## src/rtl/mac_pkg.sv

```systemverilog
// Shared constants for the mac column sequencer: instruction codes and FSM state encoding.
package mac_pkg;

    localparam logic [1:0] INST_NOP   = 2'b00;
    localparam logic [1:0] INST_KLOAD = 2'b01;
    localparam logic [1:0] INST_EXEC  = 2'b10;

    typedef logic [1:0] seq_state_t;

    localparam seq_state_t ST_IDLE  = 2'd0;
    localparam seq_state_t ST_ISSUE = 2'd1;
    localparam seq_state_t ST_TAIL  = 2'd2;
    localparam seq_state_t ST_GAP   = 2'd3;

    function automatic logic op_is_valid(input logic [1:0] op);
        return (op == INST_KLOAD) || (op == INST_EXEC);
    endfunction

endpackage

```

## src/rtl/mac_seq_cnt.sv

```systemverilog
// Loadable down-counter with a terminal flag (count == 1); used for vector and drain counts.
module mac_seq_cnt
    import mac_pkg::*;
#(
    parameter int unsigned W = 8
) (
    input  logic         clk,
    input  logic         reset,
    input  logic         load,
    input  logic [W-1:0] load_val,
    input  logic         dec,
    output logic         term
);

    logic [W-1:0] cnt_q;
    logic [W-1:0] cnt_d;

    always_comb begin
        cnt_d = cnt_q;
        if (load) begin
            cnt_d = load_val;
        end else if (dec && (cnt_q != '0)) begin
            cnt_d = cnt_q - 1'b1;
        end
    end

    always_ff @(posedge clk) begin
        if (!reset) begin
            cnt_q <= '0;
        end else begin
            cnt_q <= cnt_d;
        end
    end

    assign term = (cnt_q == W'(1));

endmodule

```

## src/rtl/mac_seq.sv

```systemverilog
// Command sequencer feeding the first mac_col: streams len vectors from Q/K memory, drains, pulses done.
// Optional `stall` input on ISSUE is enabled by defining MAC_SEQ_STALL_EN.
module mac_seq
    import mac_pkg::*;
#(
    parameter int unsigned bw      = 8,
    parameter int unsigned pr      = 8,
    parameter int unsigned addr_bw = 8,
    parameter int unsigned len_bw  = 8,
    parameter int unsigned gap     = 16
) (
    input  logic               clk,
    input  logic               reset,
    input  logic               cmd_valid,
    output logic               cmd_ready,
    input  logic [1:0]         cmd_op,
    input  logic [addr_bw-1:0] cmd_base,
    input  logic [len_bw-1:0]  cmd_len,
    output logic               mem_rd,
    output logic [addr_bw-1:0] mem_addr,
    input  logic [bw*pr-1:0]   mem_rdata,
    output logic [bw*pr-1:0]   q_out,
    output logic [1:0]         o_inst,
    output logic               busy,
    output logic               done
`ifdef MAC_SEQ_STALL_EN
    ,
    input  logic               stall
`endif
);

    seq_state_t         state_q, state_d;
    logic [1:0]         op_q, op_d;
    logic [addr_bw-1:0] mem_addr_q, mem_addr_d;
    logic               mem_rd_q, mem_rd_d;
    logic [1:0]         o_inst_q, o_inst_d;
    logic               valid_q, valid_d;
    logic               busy_q, busy_d;
    logic               done_q, done_d;
    logic               cmd_ready_q, cmd_ready_d;

    logic               len_load, len_dec, len_term;
    logic               gap_load, gap_dec, gap_term;
    logic [15:0]        gap_val;
    logic               stall_i;

`ifdef MAC_SEQ_STALL_EN
    assign stall_i = stall;
`else
    assign stall_i = 1'b0;
`endif

    mac_seq_cnt #(.W(len_bw)) u_len_cnt (
        .clk      (clk),
        .reset    (reset),
        .load     (len_load),
        .load_val (cmd_len),
        .dec      (len_dec),
        .term     (len_term)
    );

    mac_seq_cnt #(.W(16)) u_gap_cnt (
        .clk      (clk),
        .reset    (reset),
        .load     (gap_load),
        .load_val (gap_val),
        .dec      (gap_dec),
        .term     (gap_term)
    );

    // Outputs are registered, so each branch computes what the next cycle shows.
    // In ISSUE, mem_rd_q marks that the current cycle consumed a vector; a stall only inserts bubbles.
    always_comb begin
        state_d    = state_q;
        op_d       = op_q;
        mem_addr_d = mem_addr_q;
        mem_rd_d   = 1'b0;
        o_inst_d   = INST_NOP;
        done_d     = 1'b0;
        len_load   = 1'b0;
        len_dec    = 1'b0;
        gap_load   = 1'b0;
        gap_dec    = 1'b0;
        gap_val    = '0;

        case (state_q)
            ST_IDLE: begin
                if (cmd_valid && cmd_ready_q) begin
                    op_d       = cmd_op;
                    mem_addr_d = cmd_base;
                    if ((cmd_len != '0) && op_is_valid(cmd_op)) begin
                        state_d  = ST_ISSUE;
                        len_load = 1'b1;
                        mem_rd_d = 1'b1;
                        o_inst_d = cmd_op;
                    end else begin
                        state_d  = ST_GAP;
                        gap_load = 1'b1;
                        gap_val  = 16'd1;
                    end
                end
            end
            ST_ISSUE: begin
                len_dec = mem_rd_q;
                if (mem_rd_q && len_term) begin
                    state_d = ST_TAIL;
                end else begin
                    mem_addr_d = mem_addr_q + addr_bw'(mem_rd_q);
                    if (!stall_i) begin
                        mem_rd_d = 1'b1;
                        o_inst_d = op_q;
                    end
                end
            end
            ST_TAIL: begin
                gap_load = 1'b1;
                gap_val  = 16'(gap);
                state_d  = ST_GAP;
            end
            ST_GAP: begin
                gap_dec = 1'b1;
                if (gap_term) begin
                    state_d = ST_IDLE;
                    done_d  = 1'b1;
                end
            end
            default: begin
                state_d = ST_IDLE;
            end
        endcase

        busy_d      = (state_d != ST_IDLE);
        cmd_ready_d = (state_d == ST_IDLE);
        valid_d     = mem_rd_q;
    end

    always_ff @(posedge clk) begin
        if (!reset) begin
            state_q     <= ST_IDLE;
            op_q        <= INST_NOP;
            mem_addr_q  <= '0;
            mem_rd_q    <= 1'b0;
            o_inst_q    <= INST_NOP;
            valid_q     <= 1'b0;
            busy_q      <= 1'b0;
            done_q      <= 1'b0;
            cmd_ready_q <= 1'b1;
        end else begin
            state_q     <= state_d;
            op_q        <= op_d;
            mem_addr_q  <= mem_addr_d;
            mem_rd_q    <= mem_rd_d;
            o_inst_q    <= o_inst_d;
            valid_q     <= valid_d;
            busy_q      <= busy_d;
            done_q      <= done_d;
            cmd_ready_q <= cmd_ready_d;
        end
    end

    assign cmd_ready = cmd_ready_q;
    assign mem_rd    = mem_rd_q;
    assign mem_addr  = mem_addr_q;
    assign o_inst    = o_inst_q;
    assign busy      = busy_q;
    assign done      = done_q;
    assign q_out     = valid_q ? mem_rdata : '0;

endmodule

```

## config.mk

```make
export PLATFORM = sky130hd
export DESIGN_NAME = mac_seq
export DESIGN_NICKNAME = d
export VERILOG_FILES = /design/src/rtl/mac_pkg.sv /design/src/rtl/mac_seq_cnt.sv /design/src/rtl/mac_seq.sv
export SDC_FILE = /design/constraint.sdc
export NUM_CORES = 1
export LEC_CHECK = 0
export ABC_AREA = 1
export BUFFER_PORTS_ARGS = -buffer_cell sky130_fd_sc_hd__buf_2
export CORE_MARGIN = 3
export CORE_UTILIZATION = 49
export DETAILED_ROUTE_END_ITERATION = 10
export PLACE_DENSITY = 0.92
export SETUP_SLACK_MARGIN = 0.15
export SLEW_MARGIN = 20
export SYNTH_ARGS = -nofsm -noshare
export SYNTH_HDL_FRONTEND = slang
export SYNTH_SLANG_ARGS = --single-unit
```

## constraint.sdc

```tcl
create_clock -name clk -period 5.2 [get_ports clk]
set_clock_uncertainty 0.2 [all_clocks]
set_input_delay 0.52 -clock clk [delete_from_list [all_inputs] [get_ports clk]]
set_output_delay 0.52 -clock clk [all_outputs]
set_load 0.005 [all_outputs]
```

# Word level (Yosys, flattened, before mapping)
# Index checks and enable logic that the tools add are counted.
# word_totals
regBits	43
elab_cells	72
# op_classes
n_addsub	3
eq_ne	9
n_mux	31
reduce_logical	18
# op_table
operator	n
$mux 64	1
$mux 16	2
$mux 8	4
$eq 16x1->1 const B	1
$pmux 8 s2	1
$reduce_bool 16->1	1
$reduce_bool 8->1	2
$sub 16x1->16 const B	1
$mux 2	7
$mux 1	11
$pmux 5 s2	1
$add 8x1->8	1
$eq 8x1->1 const B	1
$pmux 2 s4	1
$reduce_bool 2->1	4
$sub 8x1->8 const B	1
$eq 2x2->1 const B	3
$logic_and 1x1->1	5
$eq 2x1->1 const B	2
$logic_not 2->1	2
$ne 2x2->1 const B	2
$pmux 1 s2	2
$pmux 2 s2	1
$reduce_and 2->1	2
other kinds (2)	2

# Logic depth before layout (Yosys ltp)
# logic_depth
ltp_word	7
ltp_mapped	12
depth_no_buf	11

# Hierarchy
# From an unflattened synthesis, not the netlist that was laid out.
# hier_totals
cells_unflattened	611
hier_area_um2	3422.0
# modules_own_cells
module	instances	cells_each	area_per_inst_um2	seq_area_each_um2
mac_seq	1	293	1557.7	380.4
mac_seq_cnt at u_gap_cnt	1	212	1246.2	320.3
mac_seq_cnt at u_len_cnt	1	106	618.1	160.2

# Worst setup path after synthesis
# Ideal clock, no wire load.
# synth_path
kind	flip-flop to output port
from	reg valid_q
to	out q_out[10]
arrival_ps	952
required_time_ps	4480
slack_ps	3528
stages_incl_launch_ff	5
n_path_buf	2
cell_sequence	dfxtp_1 clkbuf_1 clkbuf_1 nand2_1 inv_1
# synth_between
elab_chain_len	1
# synth_rtl
item	line_no	source
start, declared	mac_seq.sv:37	logic valid_q, valid_d;
start signal, assigned	mac_seq.sv:154	valid_q <= valid_d;
$mux 64	mac_seq.sv:167	assign q_out = valid_q ? mem_rdata : '0;
end, declared	mac_seq.sv:22	output logic [bw*pr-1:0] q_out,
# Every way passes these cells.

# Worst setup path after layout
# layout_path
from	reg valid_q
to	out q_out[21]
# The elaborated chain is that of the path after synthesis.

==> metrics list <==
- Result of the run: completed
- After synthesis the netlist holds a flip-flop and latch count of 43.
* X dimension of the die: 84.4 um
- After clock tree synthesis, the clock-pin slew on the worst setup and hold paths is 80 ps.
* CTS Root Cell: clkbuf_8
- For this run, design rule violations remaining after detail routing come to 0.
- Leaving out fill and tap cells, the most frequent cell in the layout is nand2_1.
- CTS saw 43 sinks.
- TritonCTS created 5 clock buffers.
- The first global-routing pass estimated 15.5 mm of wire.
- Number of different library cells in the post-synthesis netlist: 32
- Total power per unit cell area: 422 nW/um^2
* Total iterations of the first detailed-routing run: 5
* WL per Instance: 12.9 um
- Number of vias in the routed layout: roughly 3.7k
* Row count: 27
- Ratio of cells with drive above 1 in the final layout: between 20% and 30%
- Multiplexer share of the synthesized area: 0%
* Share of async-settable or async-resettable flops after synthesis: 0%
* Number of flops mapped to enable cells by yosys: 0
- Synthesized netlist net count: ~610
- Entering global routing, the biggest net connects 65 pins.
* Transition at the pin with the smallest max-transition slack: 1020 ps
- Reg2Reg Launch Point: state_q[0]
* Synth Area in XOR/XNOR: 2.33%
- Post-CTS Setup Inserts: 0
* Via count of the first global-routing pass: 3364
* Total core area: 5710 sq um
* Largest fanout on the critical path: 64
* Mapped Cells: about 520
* Number of DRC markers after the initial detailed-route iteration: 223
- Final wirelength: 9.65 mm
- After Yosys synthesis, and, or, nand and nor cells account for 42.2% of the synthesized area.
- Sum of negative setup slack: 0 ps
* Endpoint of the worst register-to-register path: u_len_cnt.cnt_q[3]
- The routed design could run at a clock period as short as 2420 ps.
* Number of warning messages in the yosys log: 0
- The detail route stage leaves a number of antenna-violating nets equal to 0.
- Clock latency on the worst-skew pair: 300 ps
- Highest achievable clock rate: a little over 0.4 GHz
* Maximum vdd ir drop: between 0.3 and 0.4 mV
- In the finished design, the share of the clock period the worst path needs comes to a little under half.
- Unrepaired setup endpoints after global routing: no
* Final weighted congestion in routability-driven placement: around 1
- Area leader, netlist: dfxtp_1
* Worst slack on hold paths: around 270 ps
* Startpoint type of the worst setup path: flip-flop
- Number of buffers added to fix hold violations after cts: 0
- TritonCTS built the clock tree.
- Last element of the critical path: q_out[21]
- Cell area after technology mapping: 3010 sq um
- Starting density of the core: 52.8%
- Final Hold Violating Endpoints: 0
* Leakage power total: 0.00269 uW
- Yosys attributes the largest share of cell area to dfxtp_1 29%, nand2_1 21%, inv_1 13%.
* Combinational family with the most area after synthesis: simple AND/OR/NAND/NOR gates
* Global-route total usage across every layer: 26.2%
* CP Capture Type: output port
* Compound-cell area share of the yosys netlist: under 10%
* Depth of the worst register-to-register path: 9
- By startpoint and endpoint, the worst setup path is classified as flip-flop to output port.
* Estimated wirelength of the detail-placed design: 7.64 mm
- At the end of the flow the core is filled with cells to roughly 70%.
- STA puts the critical path data arrival time at about 1700 ps.
- The floorplan step defined a die boundary enclosing 7130 sq um.
* Adder and majority cell fraction of the synthesized area: ~2.9%
* Reg2reg setup slack: 3230 ps
* Commonest cells after routing, fill and taps aside: 168 x nand2_1, 162 x buf_2, 107 x inv_1
- Count of endpoints failing setup in the final report: 0
* Number of H-tree levels: 2
- Post-CTS repair changed the size of 0 cells.
- The total overflow left after global routing is 0.
- In the final design database the tool counted between 700 and 800 nets.
- Clock buffer depth: 2
- Required @ worst endpoint: 4480 ps
- In this run the biggest area consumer among cell types represents 28.6% of the synthesized area.
- Across the run, the number of max-cap violations was 0.
- For this run, the leading register cell type out of synthesis is dfxtp_1.
* I/O Pins: about 160
* Sequential fraction of the synthesis area: 28.6%
- Tracing the worst setup path back leads to its startpoint at valid_q.
- Min-Delay Path Class: flip-flop to flip-flop
* Layout area overhead: 31.1%
- Floorplan die height: about 84 um
- The count of buffers added on input and output ports is 162.
- Number of antenna violations at the first check in global routing: 1
- Total count of max-transition violations in the final report: 0
- Normalized max-slew margin: 31.8%
- Vias per inst: a little under 5
* Mean Syn Cell Area: ~5.8 sq um
-- sequential cells by signal, indices dropped and copies added (netlist names) --
name,cells
mem_rd,1
done,1
cmd_ready,1
u_gap_cnt.cnt_q,16
u_len_cnt.cnt_q,8
op_q,2
o_inst,2
state_q,2
valid_q,1
mem_addr,8
busy,1
-- worst max-delay path: stages (launching register included) --
cell and delay [ps]:
dfxtp_2 1010, nand2_1 160, inv_1 100, buf_2 110
-- kinds of logic after synthesis --
group / Yosys count
XOR/XNOR: 8
flip-flops: 43
AO/OA/AOI/OAI: 38
adder cells (fa/ha/maj): 7
AND/OR/NAND/NOR: 296
buffers and inverters: 127
-- stage by stage --
| step | setup WS (ps) | instance area (sq um) | power (uW) | std cells |
|---|---|---|---|---|
| CTS | 2780 | 3950 | 1660 | 748 |
| detailed placement | 3130 | 3850 | 1420 | 740 |
| finish | 2780 | 3950 | 1670 | 749 |
| floorplan | 3530 | 3010 | 1170 | 519 |
| global route | 2630 | 3950 | 1810 | 749 |
| global placement | 3180 | 3850 | 1380 | 740 |
-- power by group --
| group | internal [uW] | total [uW] | switching (uW) |
|---|---|---|---|
| Clock | 121 | 235 | 113 |
| Combinational | 329 | 903 | 574 |
| Sequential | 423 | 528 | 106 |
-- layer usage --
layer,up-vias,routed length [um],global-route usage (%)
li1,1847,-,-
met1,1639,3740,29.8
met2,160,4780,48.6
met3,20,875,4.71
met4,0,257,9.64
met5,-,0,0
-- final cells by class --
class / instances / area [sq um]
antenna: 1 / 2.50
clock buffer: 8 / 100
fill: 495 / 1760
inverter: 114 / 433
multi-input combinational: 349 / 1650
sequential: 43 / 862
tap: 72 / 90.1
timing repair buffer: 162 / 811
-- worst min-delay path by stage --
| stage | from | end | slack (ps) | depth (start not counted) |
|---|---|---|---|---|
| finish | u_gap_cnt.cnt_q[1] | u_gap_cnt.cnt_q[1] | 270 | 2 |
| global placement | u_gap_cnt.cnt_q[1] | u_gap_cnt.cnt_q[1] | 250 | 2 |
| detailed placement | u_gap_cnt.cnt_q[1] | u_gap_cnt.cnt_q[1] | 250 | 2 |
| global route | op_q[1] | op_q[1] | 290 | 2 |
| CTS | u_gap_cnt.cnt_q[1] | u_gap_cnt.cnt_q[1] | 270 | 2 |
| floorplan | u_gap_cnt.cnt_q[1] | u_gap_cnt.cnt_q[1] | 240 | 2 |
-- synthesized netlist by cell type, types with 2 or more instances --
| library cell | number |
|---|---|
| nand2_1 | 168 |
| inv_1 | 107 |
| nor2_1 | 70 |
| dfxtp_1 | 43 |
| nand3_1 | 31 |
| a21oi_1 | 16 |
| o21ai_0 | 12 |
| clkbuf_1 | 9 |
| ha_1 | 7 |
| nand2_2 | 6 |
| xor2_1 | 6 |
| nor3_1 | 5 |
| inv_2 | 4 |
| nor2_2 | 4 |
| o21ai_1 | 4 |
| nand3_4 | 3 |
| a21oi_4 | 2 |
| buf_2 | 2 |
| buf_6 | 2 |
| inv_4 | 2 |
| nand4_1 | 2 |
| nor2_4 | 2 |
| or2_2 | 2 |
| xnor2_1 | 2 |
(Power assumes the default switching activity.)
